`config.mk`:
```
export PLATFORM = sky130hd
export DESIGN_NAME = qam_burst_scheduler
export DESIGN_NICKNAME = d
export VERILOG_FILES = /design/src/rtl/qam_burst_scheduler.sv
export SDC_FILE = /design/constraint.sdc
export NUM_CORES = 1
export LEC_CHECK = 0
export BUFFER_PORTS_ARGS = -buffer_cell sky130_fd_sc_hd__buf_2
export CAP_MARGIN = 30
export CORE_MARGIN = 2
export CORE_UTILIZATION = 56
export DETAILED_ROUTE_END_ITERATION = 7
export PLACE_DENSITY = 0.8
export SETUP_SLACK_MARGIN = 0.1
export SLEW_MARGIN = 20
export SYNTH_ARGS = -nofsm -noshare
export SYNTH_HDL_FRONTEND = slang
export SYNTH_SLANG_ARGS = --single-unit
```
`constraint.sdc`:
```
create_clock -name csi_clk -period 4.1 [get_ports csi_clk]
set_clock_uncertainty 0.2 [all_clocks]
set_input_delay 0.205 -clock csi_clk [delete_from_list [all_inputs] [get_ports csi_clk]]
set_output_delay 0.205 -clock csi_clk [all_outputs]
set_load 0.1 [all_outputs]
```
`src/rtl/qam_burst_scheduler.sv`:
```
// Symbol burst scheduler: buffers modulator symbols and releases them to the DAC at a fixed
// symbol rate as preamble / payload / guard bursts, flagging underrun and framing errors.
module qam_burst_scheduler #(
  parameter int unsigned         DATA_W     = 33,
  parameter int unsigned         FIFO_DEPTH = 16,
  parameter int unsigned         SYM_DIV    = 4,
  parameter int unsigned         PRE_LEN    = 8,
  parameter int unsigned         GUARD_LEN  = 4,
  parameter int unsigned         START_LVL  = 8,
  parameter logic [DATA_W-1:0]   PRE_SYM    = 33'h0_7FFF_7FFF
) (
  input  logic              csi_clk,
  input  logic              rsi_reset,
  input  logic [DATA_W-1:0] asi_in0_data,
  input  logic              asi_in0_valid,
  output logic              asi_in0_ready,
  input  logic              asi_in0_startofpacket,
  input  logic              asi_in0_endofpacket,
  input  logic              coe_enable,
  output logic [DATA_W-1:0] coe_dac_data,
  output logic              coe_dac_strobe,
  output logic              coe_tx_active,
  output logic              coe_underrun,
  output logic              coe_error
);

  localparam int unsigned PtrW   = $clog2(FIFO_DEPTH);
  localparam int unsigned CntW   = PtrW + 1;
  localparam int unsigned TickW  = (SYM_DIV > 1) ? $clog2(SYM_DIV) : 1;
  localparam int unsigned SymMax = (PRE_LEN > GUARD_LEN) ? PRE_LEN : GUARD_LEN;
  localparam int unsigned SymW   = $clog2(SymMax + 1);

  localparam logic [CntW-1:0]  FullCnt   = CntW'(FIFO_DEPTH);
  localparam logic [CntW-1:0]  StartCnt  = CntW'(START_LVL);
  localparam logic [TickW-1:0] TickLast  = TickW'(SYM_DIV - 1);
  localparam logic [SymW-1:0]  PreLast   = SymW'(PRE_LEN - 1);
  localparam logic [SymW-1:0]  GuardLast = SymW'(GUARD_LEN - 1);

  typedef enum logic [1:0] {StIdle, StPre, StPay, StGuard} state_e;

  logic [DATA_W+1:0] mem_q [FIFO_DEPTH];
  logic [PtrW-1:0]   wr_ptr_q, wr_ptr_d, rd_ptr_q, rd_ptr_d;
  logic [CntW-1:0]   count_q, count_d, eop_cnt_q, eop_cnt_d;
  logic [TickW-1:0]  tick_cnt_q, tick_cnt_d;
  logic [SymW-1:0]   sym_cnt_q, sym_cnt_d;
  state_e            state_q, state_d;
  logic              first_q, first_d;

  logic [DATA_W-1:0] dac_data_q, dac_data_d;
  logic              strobe_q, strobe_d, active_q, active_d;
  logic              underrun_q, underrun_d, error_q, error_d;

  logic              push, pop, tick, empty, start_ok;
  logic [DATA_W+1:0] head;
  logic              head_sop, head_eop;

  assign head          = mem_q[rd_ptr_q];
  assign head_sop      = head[DATA_W];
  assign head_eop      = head[DATA_W+1];
  assign empty         = (count_q == '0);
  assign asi_in0_ready = (count_q != FullCnt);
  assign push          = asi_in0_valid && asi_in0_ready;
  assign tick          = (tick_cnt_q == TickLast);
  assign start_ok      = coe_enable && !empty && head_sop &&
                         ((count_q >= StartCnt) || (eop_cnt_q != '0));

  always_ff @(posedge csi_clk) begin
    if (push) mem_q[wr_ptr_q] <= {asi_in0_endofpacket, asi_in0_startofpacket, asi_in0_data};
  end

  always_comb begin
    wr_ptr_d   = push ? wr_ptr_q + 1'b1 : wr_ptr_q;
    rd_ptr_d   = pop ? rd_ptr_q + 1'b1 : rd_ptr_q;
    tick_cnt_d = tick ? '0 : tick_cnt_q + 1'b1;
    count_d    = count_q;
    if (push && !pop)      count_d = count_q + 1'b1;
    else if (!push && pop) count_d = count_q - 1'b1;
    eop_cnt_d = eop_cnt_q;
    if ((push && asi_in0_endofpacket) && !(pop && head_eop))      eop_cnt_d = eop_cnt_q + 1'b1;
    else if (!(push && asi_in0_endofpacket) && (pop && head_eop)) eop_cnt_d = eop_cnt_q - 1'b1;
  end

  // State register
  always_ff @(posedge csi_clk or posedge rsi_reset) begin
    if (rsi_reset) begin
      wr_ptr_q   <= '0;
      rd_ptr_q   <= '0;
      count_q    <= '0;
      eop_cnt_q  <= '0;
      tick_cnt_q <= '0;
      sym_cnt_q  <= '0;
      state_q    <= StIdle;
      first_q    <= 1'b0;
      dac_data_q <= '0;
      strobe_q   <= 1'b0;
      active_q   <= 1'b0;
      underrun_q <= 1'b0;
      error_q    <= 1'b0;
    end else begin
      wr_ptr_q   <= wr_ptr_d;
      rd_ptr_q   <= rd_ptr_d;
      count_q    <= count_d;
      eop_cnt_q  <= eop_cnt_d;
      tick_cnt_q <= tick_cnt_d;
      sym_cnt_q  <= sym_cnt_d;
      state_q    <= state_d;
      first_q    <= first_d;
      dac_data_q <= dac_data_d;
      strobe_q   <= strobe_d;
      active_q   <= active_d;
      underrun_q <= underrun_d;
      error_q    <= error_d;
    end
  end

  // Next state, symbol counter and FIFO pop
  always_comb begin
    state_d   = state_q;
    sym_cnt_d = sym_cnt_q;
    first_d   = first_q;
    pop       = 1'b0;
    unique case (state_q)
      StIdle: begin
        // Words without SOP cannot start a burst; drop them at full clock rate.
        if (!empty && !head_sop) begin
          pop = 1'b1;
        end else if (tick && start_ok) begin
          first_d   = 1'b1;
          sym_cnt_d = SymW'(1);
          state_d   = (PRE_LEN == 1) ? StPay : StPre;
        end
      end
      StPre: begin
        if (tick) begin
          if (sym_cnt_q == PreLast) state_d = StPay;
          else                      sym_cnt_d = sym_cnt_q + 1'b1;
        end
      end
      StPay: begin
        if (tick && !empty) begin
          if (head_sop && !first_q) begin
            state_d   = StGuard;
            sym_cnt_d = '0;
          end else begin
            pop     = 1'b1;
            first_d = 1'b0;
            if (head_eop) begin
              state_d   = StGuard;
              sym_cnt_d = '0;
            end
          end
        end
      end
      StGuard: begin
        if (tick) begin
          if (sym_cnt_q == GuardLast) state_d = StIdle;
          else                        sym_cnt_d = sym_cnt_q + 1'b1;
        end
      end
      default: state_d = StIdle;
    endcase
  end

  // Registered DAC outputs; tx_active tracks the symbol currently on the DAC
  always_comb begin
    dac_data_d = dac_data_q;
    strobe_d   = 1'b0;
    active_d   = active_q;
    underrun_d = 1'b0;
    error_d    = 1'b0;
    if (tick) begin
      strobe_d   = 1'b1;
      dac_data_d = '0;
      active_d   = (state_q != StIdle);
    end
    unique case (state_q)
      StIdle: begin
        if (pop) begin
          error_d = 1'b1;
        end else if (tick && start_ok) begin
          dac_data_d = PRE_SYM;
          active_d   = 1'b1;
        end
      end
      StPre: begin
        if (tick) dac_data_d = PRE_SYM;
      end
      StPay: begin
        if (tick) begin
          if (empty)                     underrun_d = 1'b1;
          else if (head_sop && !first_q) error_d    = 1'b1;
          else                           dac_data_d = head[DATA_W-1:0];
        end
      end
      StGuard: ;
      default: ;
    endcase
  end

  assign coe_dac_data   = dac_data_q;
  assign coe_dac_strobe = strobe_q;
  assign coe_tx_active  = active_q;
  assign coe_underrun   = underrun_q;
  assign coe_error      = error_q;

endmodule

```
[After elaboration in Yosys (flattened, before gate mapping)]
Memories as Yosys holds them, arrays and structs flattened.
Index checks and enable logic that the tools add are counted.
Word-level totals
  flip-flop bits (word level): 64
  output and inout bits: 38
  latch bits: 0
  ROM bits: 0
  RAM bits: 560
  memories kept: 1
Memory list
  mem_q: words 16, width 35, rd ports 1, clocked after Yosys merged registers in 0, wr ports 1, RTL line 41  | logic [DATA_W+1:0] mem_q [FIFO_DEPTH];
Operators by class
  magnitude comparators: 1
  bitwise logic cells: 0
  shift-type cells: 0
  multipliers: 0
  mux-type cells: 57
  eq/ne operators: 18
  add/subtract/negate cells: 8
  div/mod/pow operators: 0
  reduce and logical (&&, ||, !) cells: 32
Operator list (number)
  33-bit 2-to-1 mux: 7
  33-bit one-hot mux with 3 select lines: 1
  4-bit 2-to-1 mux: 9
  1-bit 2-to-1 mux: 21
  2-bit 2-to-1 mux: 10
  5-bit 2-to-1 mux: 4
  2-bit inequality test (second input constant): 10
  4-bit one-hot mux with 4 select lines: 1
  8-bit AND reduction: 2
  1-bit logical AND: 14
  4-bit by 1-bit adder with 4-bit output (second input constant): 3
  5-bit by 1-bit adder with 5-bit output (second input constant): 2
  5-bit by 1-bit subtractor with 5-bit output (second input constant): 2
  2-bit one-hot mux with 4 select lines: 1
  2-bit nonzero test: 4
  1-bit zero test: 7
  2-bit equality test (second input constant): 3
  1-bit one-hot mux with 2 select lines: 3
  5-bit by 4-bit >= comparator with 1-bit output (second input constant): 1
  5-bit zero test: 1
  5-bit inequality test (second input constant): 1
  5-bit AND reduction: 1
  5-bit nonzero test: 1
  4-bit by 2-bit equality test with 1-bit output (second input constant): 1
  6 further kinds: 6

[Longest topological paths before layout]
  depth after elaboration: 9
  depth in mapped cells: 16

[Worst setup path before layout]
OpenSTA, ideal clock, no wires.
  path kind: reg-to-reg
  from: register count_q[0]
  to: memory mem_q[3][0] (netlist bit) (enable)
  cell stages (with the launch flop): 7
  data arrival time: 4257 ps
  clock period less this slack: 4928 ps
  buffers on the path: 1
  setup slack: -828 ps
  library setup time: 471 ps
  path through: dfrtp_1 -> nor4_1 -> nand2_1 -> and2_1 -> clkbuf_1 -> nand2_1 -> nor3_1
On the way
  cells in the longest elaborated chain, start to end: 4
Ends and longest elaborated chain
  from (decl): RTL line 43  | logic [CntW-1:0] count_q, count_d, eop_cnt_q, eop_cnt_d;
  from (signal assigned): RTL line 102  | count_q <= count_d;
  5-bit inequality test: RTL line 61  | assign asi_in0_ready = (count_q != FullCnt);
  named net asi_in0_ready: RTL line 16  | output logic asi_in0_ready,
  1-bit logical AND: RTL line 62  | assign push = asi_in0_valid && asi_in0_ready;
  named net push: RTL line 53  | logic push, pop, tick, empty, start_ok;
  1-bit 2-to-1 mux: RTL line 68  | if (push) mem_q[wr_ptr_q] <= {asi_in0_endofpacket, asi_in0_startofpacket, asi_in0_data};
  1-bit 2-to-1 mux (implied by the code): RTL line 68
  to (decl): RTL line 41
The timed path passes the listed nets, and every way through them passes these cells.

[Worst setup path after layout]
  from: register rd_ptr_q[2]
  to: register eop_cnt_q[4]
On the way
  cells in the longest elaborated chain, start to end: 9
Ends and longest elaborated chain
  from (decl): RTL line 42  | logic [PtrW-1:0] wr_ptr_q, wr_ptr_d, rd_ptr_q, rd_ptr_d;
  from (signal assigned): RTL line 101  | rd_ptr_q <= rd_ptr_d;
  memory 16 x 35 bit (*)
  1-bit logical AND or 1-bit zero test (tied branches): RTL line 141, 125
  1-bit 2-to-1 mux or 1-bit logical AND (tied branches): RTL line 141, 125
  1-bit 2-to-1 mux (on tied branches): RTL line 140, 125
  1-bit one-hot mux with 2 select lines: RTL line 122  | unique case (state_q)
  1-bit logical AND (*): RTL line 79, 80
  1-bit zero test: RTL line 79  | if ((push && asi_in0_endofpacket) && !(pop && head_eop)) eop_cnt_d = eop_cnt_q + 1'b1;
  1-bit logical AND: RTL line 79
  5-bit 2-to-1 mux or 2-bit nonzero test (tied branches)
  to (signal assigned): RTL line 103  | eop_cnt_q <= eop_cnt_d;
  to (decl): RTL line 43
Every way passes the cells marked *; elsewhere a longest branch is shown, timed or not.
A chain may end at the register's enable or synchronous reset.

==> out/summary.txt <==
RSZ-0062 raised after global routing = no
Crit share post-route = 0.888
Layout cell share with drive strength beyond 1 = 0.238
Largest net degree at the start of global routing = 102
GRT Total Usage = 0.251
Relative max-transition margin = 0.380
Wire per inst = 27.3 um
Xor-xnor portion of the synthesized cell area = 0.00563
Initial Util = 0.565
Clock root buffer = clkbuf_16
Via/cell ratio = 6.41
Critical Path AT = 3.94 ns
Vias in the first global route = 13600
Worst slew pin tran = 0.930 ns
Kind of critical path = flop to flop
GP Congestion = 0.811
CTS Buffer Depth = 3
# DRC = 0
Power Density = 735 nW/um2
Hold Path Class = input pin to flop
Antenna violations before repair = 2
CTS buffer count = 59
Post-DRT Antenna Nets = 0
Ys Warns = 0
Slowest CP cell = dfrtp_2
Crit-path cells = nand2_1 -> o221ai_2 -> o221ai_1 -> a21oi_1 -> nand2_1 -> ha_1 -> inv_1 -> ha_1 -> a21o_1 -> a21oi_1 -> xnor2_1 -> nor2_1 -> xor2_1
Max Slew Vio Count = 0
Grt total ovfl = 0
H-tree levels = 2
Maximum vdd drop = 0.602 mV
Clock transition at path regs = 0.07 ns
Netlist cell types = 62
Async set or reset register ratio after synthesis = 0.103
Worst Setup End Kind = flop
Switch share = 0.352
# setup viols final = 0
Final Hold Vio Count = 0
CP startpoint kind = flop
Worst skew pair latency = 0.62 ns
Max-Cap Viols = 0
Synth Register Bits = 624
Post-synthesis mux area share = 0.137
Storage element area = 18400 um2
Row cnt = 77
Initial DRT Pass Iterations = 5
Max Fclk = 275 MHz
CP Max Fanout = 19
Sink Count = 624
Power share of the clock group = 0.261
Die height = 215 um
Die X = 215 um
Pleak = 9.78 nW
Status = finished clean
EDFF count, synth = 560
Post-Synth Adder-Cell Area = 0.0112
Sw power = 7.37 mW
Top-Level Pins = 77
Vias = 13300
Area Growth Syn to Fin = 14.6%
DRT Wirelength = 56.8 mm
Mapped Cells = 1301
Multi-input logic area = 6140 um2
Postcts setup bufs = 0
Crit path required time = 4.40 ns
Initial drt markers = 1741
Design area = 28500 um2
Total internal power = 13.6 mW
Core area = 44000 um2
# nets final = 1502
Syn Nets = 1361
First-pass GRT wire length = 86.2 mm
Final setup TNS = 0 ns
Critical path's largest stage delay = 0.71 ns
CTS tree = done
Placed instance area = 26200 um2
Combinational share of power = 0.344
Die area = 46200 um2
Main combinational cell family by area after synthesis = multiplexers
IO Port Bufs = 76
Final-layout fill cell count = 2808
Cell Area, Synth = 24900 um2
Synth Area in Compound Gates = 0.0538
Avg Inst Size Synth = 19.1 um2
Primary FF master, synth = edfxtp_1
Period minus WS final = 3.64 ns
Simple-gate portion of the synthesized area = 0.0334
Cts repair resizes = 0
DP HPWL = 31.7 mm
Seq/Total Area, Yosys = 0.740
Reg power frac = 0.394
registers in the layout (all words and copies together), names as in the netlist:
| register | count |
|---|---|
| coe_dac_data | 33 |
| coe_dac_strobe | 1 |
| coe_error | 1 |
| coe_tx_active | 1 |
| coe_underrun | 1 |
| count_q | 5 |
| eop_cnt_q | 5 |
| first_q | 1 |
| mem_q | 560 |
| rd_ptr_q | 4 |
| state_q | 2 |
| sym_cnt_q | 4 |
| tick_cnt_q | 2 |
| wr_ptr_q | 4 |
routing by layer:
metal | GRT usage | vias to the layer above | routed length [um]
li1 | - | 5614 | -
met1 | 0.343 | 6911 | 22100
met2 | 0.409 | 710 | 28200
met3 | 0.0521 | 112 | 4970
met4 | 0.0826 | 2 | 1600
met5 | 0 | - | 13
Yosys cell counts (all sizes together), types with 2 or more instances:
library cell / instances / area (um2)
nor2: 26 / 97.6
a221oi: 2 / 17.5
inv: 12 / 45.0
a21o: 6 / 45.0
nand2: 62 / 233
edfxtp: 560 / 16800
buf: 32 / 282
mux4: 109 / 2450
a22o: 4 / 35.0
xor2: 5 / 43.8
o22a: 3 / 26.3
o21ai: 38 / 194
nor3b: 2 / 15.0
mux2i: 86 / 861
a211o: 2 / 17.5
ha: 19 / 238
and2: 2 / 12.5
dfrtp: 64 / 1600
nand3: 27 / 135
fa: 2 / 40.0
xnor2: 11 / 96.3
nand4: 3 / 18.8
clkbuf: 40 / 150
nor2b: 14 / 87.6
o22ai: 22 / 138
nor4: 2 / 12.5
o21bai: 2 / 22.5
o21a: 2 / 15.0
o221ai: 46 / 428
a211oi: 29 / 218
mux2: 8 / 97.6
nand2b: 14 / 87.6
nor3: 13 / 76.3
a21oi: 16 / 83.8
cells in the final DEF, fill, tap and decap left out, types with 3 or more instances in the layout:
master / n
dlygate4sd3_1: 37
o221ai_1: 42
a211oi_1: 29
nor2_4: 12
o21ai_1: 24
buf_12: 12
nor3_1: 8
mux2_2: 6
a21oi_1: 14
mux4_2: 109
clkinv_2: 9
dfrtp_1: 61
clkbuf_8: 6
nand3_1: 27
inv_1: 10
nand2_1: 62
clkbuf_1: 13
o22a_1: 3
nor2_1: 14
o21ai_0: 13
a22o_1: 4
nor2b_1: 14
edfxtp_1: 560
bufinv_16: 6
clkbuf_16: 60
o22ai_1: 22
xor2_1: 5
buf_2: 76
buf_4: 26
nand4_1: 3
nor3_4: 5
mux2i_1: 86
xnor2_1: 11
clkinv_1: 11
nand2b_1: 14
o221ai_2: 4
a21o_1: 6
ha_1: 19
cell type report:
| class | instances | share of cell area |
|---|---|---|
| tap | 592 | 0.0260 |
| antenna | 1 | 0.0000877 |
| multi-input combinational | 593 | 0.215 |
| clock inverter | 31 | 0.0112 |
| clock buffer | 79 | 0.0572 |
| sequential | 624 | 0.646 |
| inverter | 12 | 0.00158 |
| timing repair buffer | 152 | 0.0425 |
through the flow:
| step | setup WS [ns] | hold WS [ns] | util | cells | power [mW] |
|---|---|---|---|---|---|
| after global placement | 0.552 | 0.218 | 0.594 | 1935 | 15.3 |
| after CTS | 0.479 | 0.0741 | 0.648 | 2083 | 21.0 |
| after global routing | 0.241 | 0.117 | 0.648 | 2084 | 21.7 |
| after floorplan | 0.108 | 0.104 | - | 1301 | 13.6 |
| final | 0.461 | 0.104 | 0.648 | 2084 | 21.0 |
| after detailed placement | 0.488 | 0.221 | 0.595 | 1936 | 15.5 |
worst paths after layout:
path,startpoint,endpoint,slack (ns),cells past startpoint
max reg2reg,rd_ptr_q[2],eop_cnt_q[4],0.46,13
min,coe_enable,coe_tx_active,0.10,4
max in group asynchronous,rsi_reset,coe_dac_data[1],2.63,4
min reg2reg,tick_cnt_q[0],tick_cnt_q[0],0.28,1
min in group asynchronous,rsi_reset,coe_dac_data[29],0.11,3
max,rd_ptr_q[2],eop_cnt_q[4],0.46,13
power groups by stage:
stage / Clock [mW] / Combinational, mW / Sequential [mW]
after floorplan: 0 / 4.56 / 9.02
after global placement: 0 / 6.95 / 8.32
after detailed placement: 0 / 7.12 / 8.36
after CTS: 5.53 / 7.19 / 8.25
after global routing: 5.79 / 7.64 / 8.32
final: 5.48 / 7.21 / 8.26
kinds of logic (layout without fill, tap and decap cells):
logic type | after synthesis | after routing
and+or+nand+nor | 172 | 172
muxes | 203 | 203
DFF | 624 | 624
AOI/OAI and AO/OA | 181 | 181
xor gates and xnor gates | 16 | 16
buffers and inverters | 84 | 274
other | 0 | 1
adders and majority gates | 21 | 21
worst max-delay path: cells and delay by family, from the launching register on:
kind | cells | cell delay, ns
XOR/XNOR | 2 | 0.30
adder cells (fa/ha/maj) | 2 | 0.53
flip-flops | 1 | 0.71
AO/OA/AOI/OAI | 5 | 1.21
buffers and inverters | 1 | 0.14
AND/OR/NAND/NOR | 3 | 0.43
repair_timing:
item                                    4_1_cts  5_1_grt
endpoints found under the setup margin        0        0
hold buffers                                 37        0
hold endpoints to repair                    595        0
(Power assumes the default switching activity.)
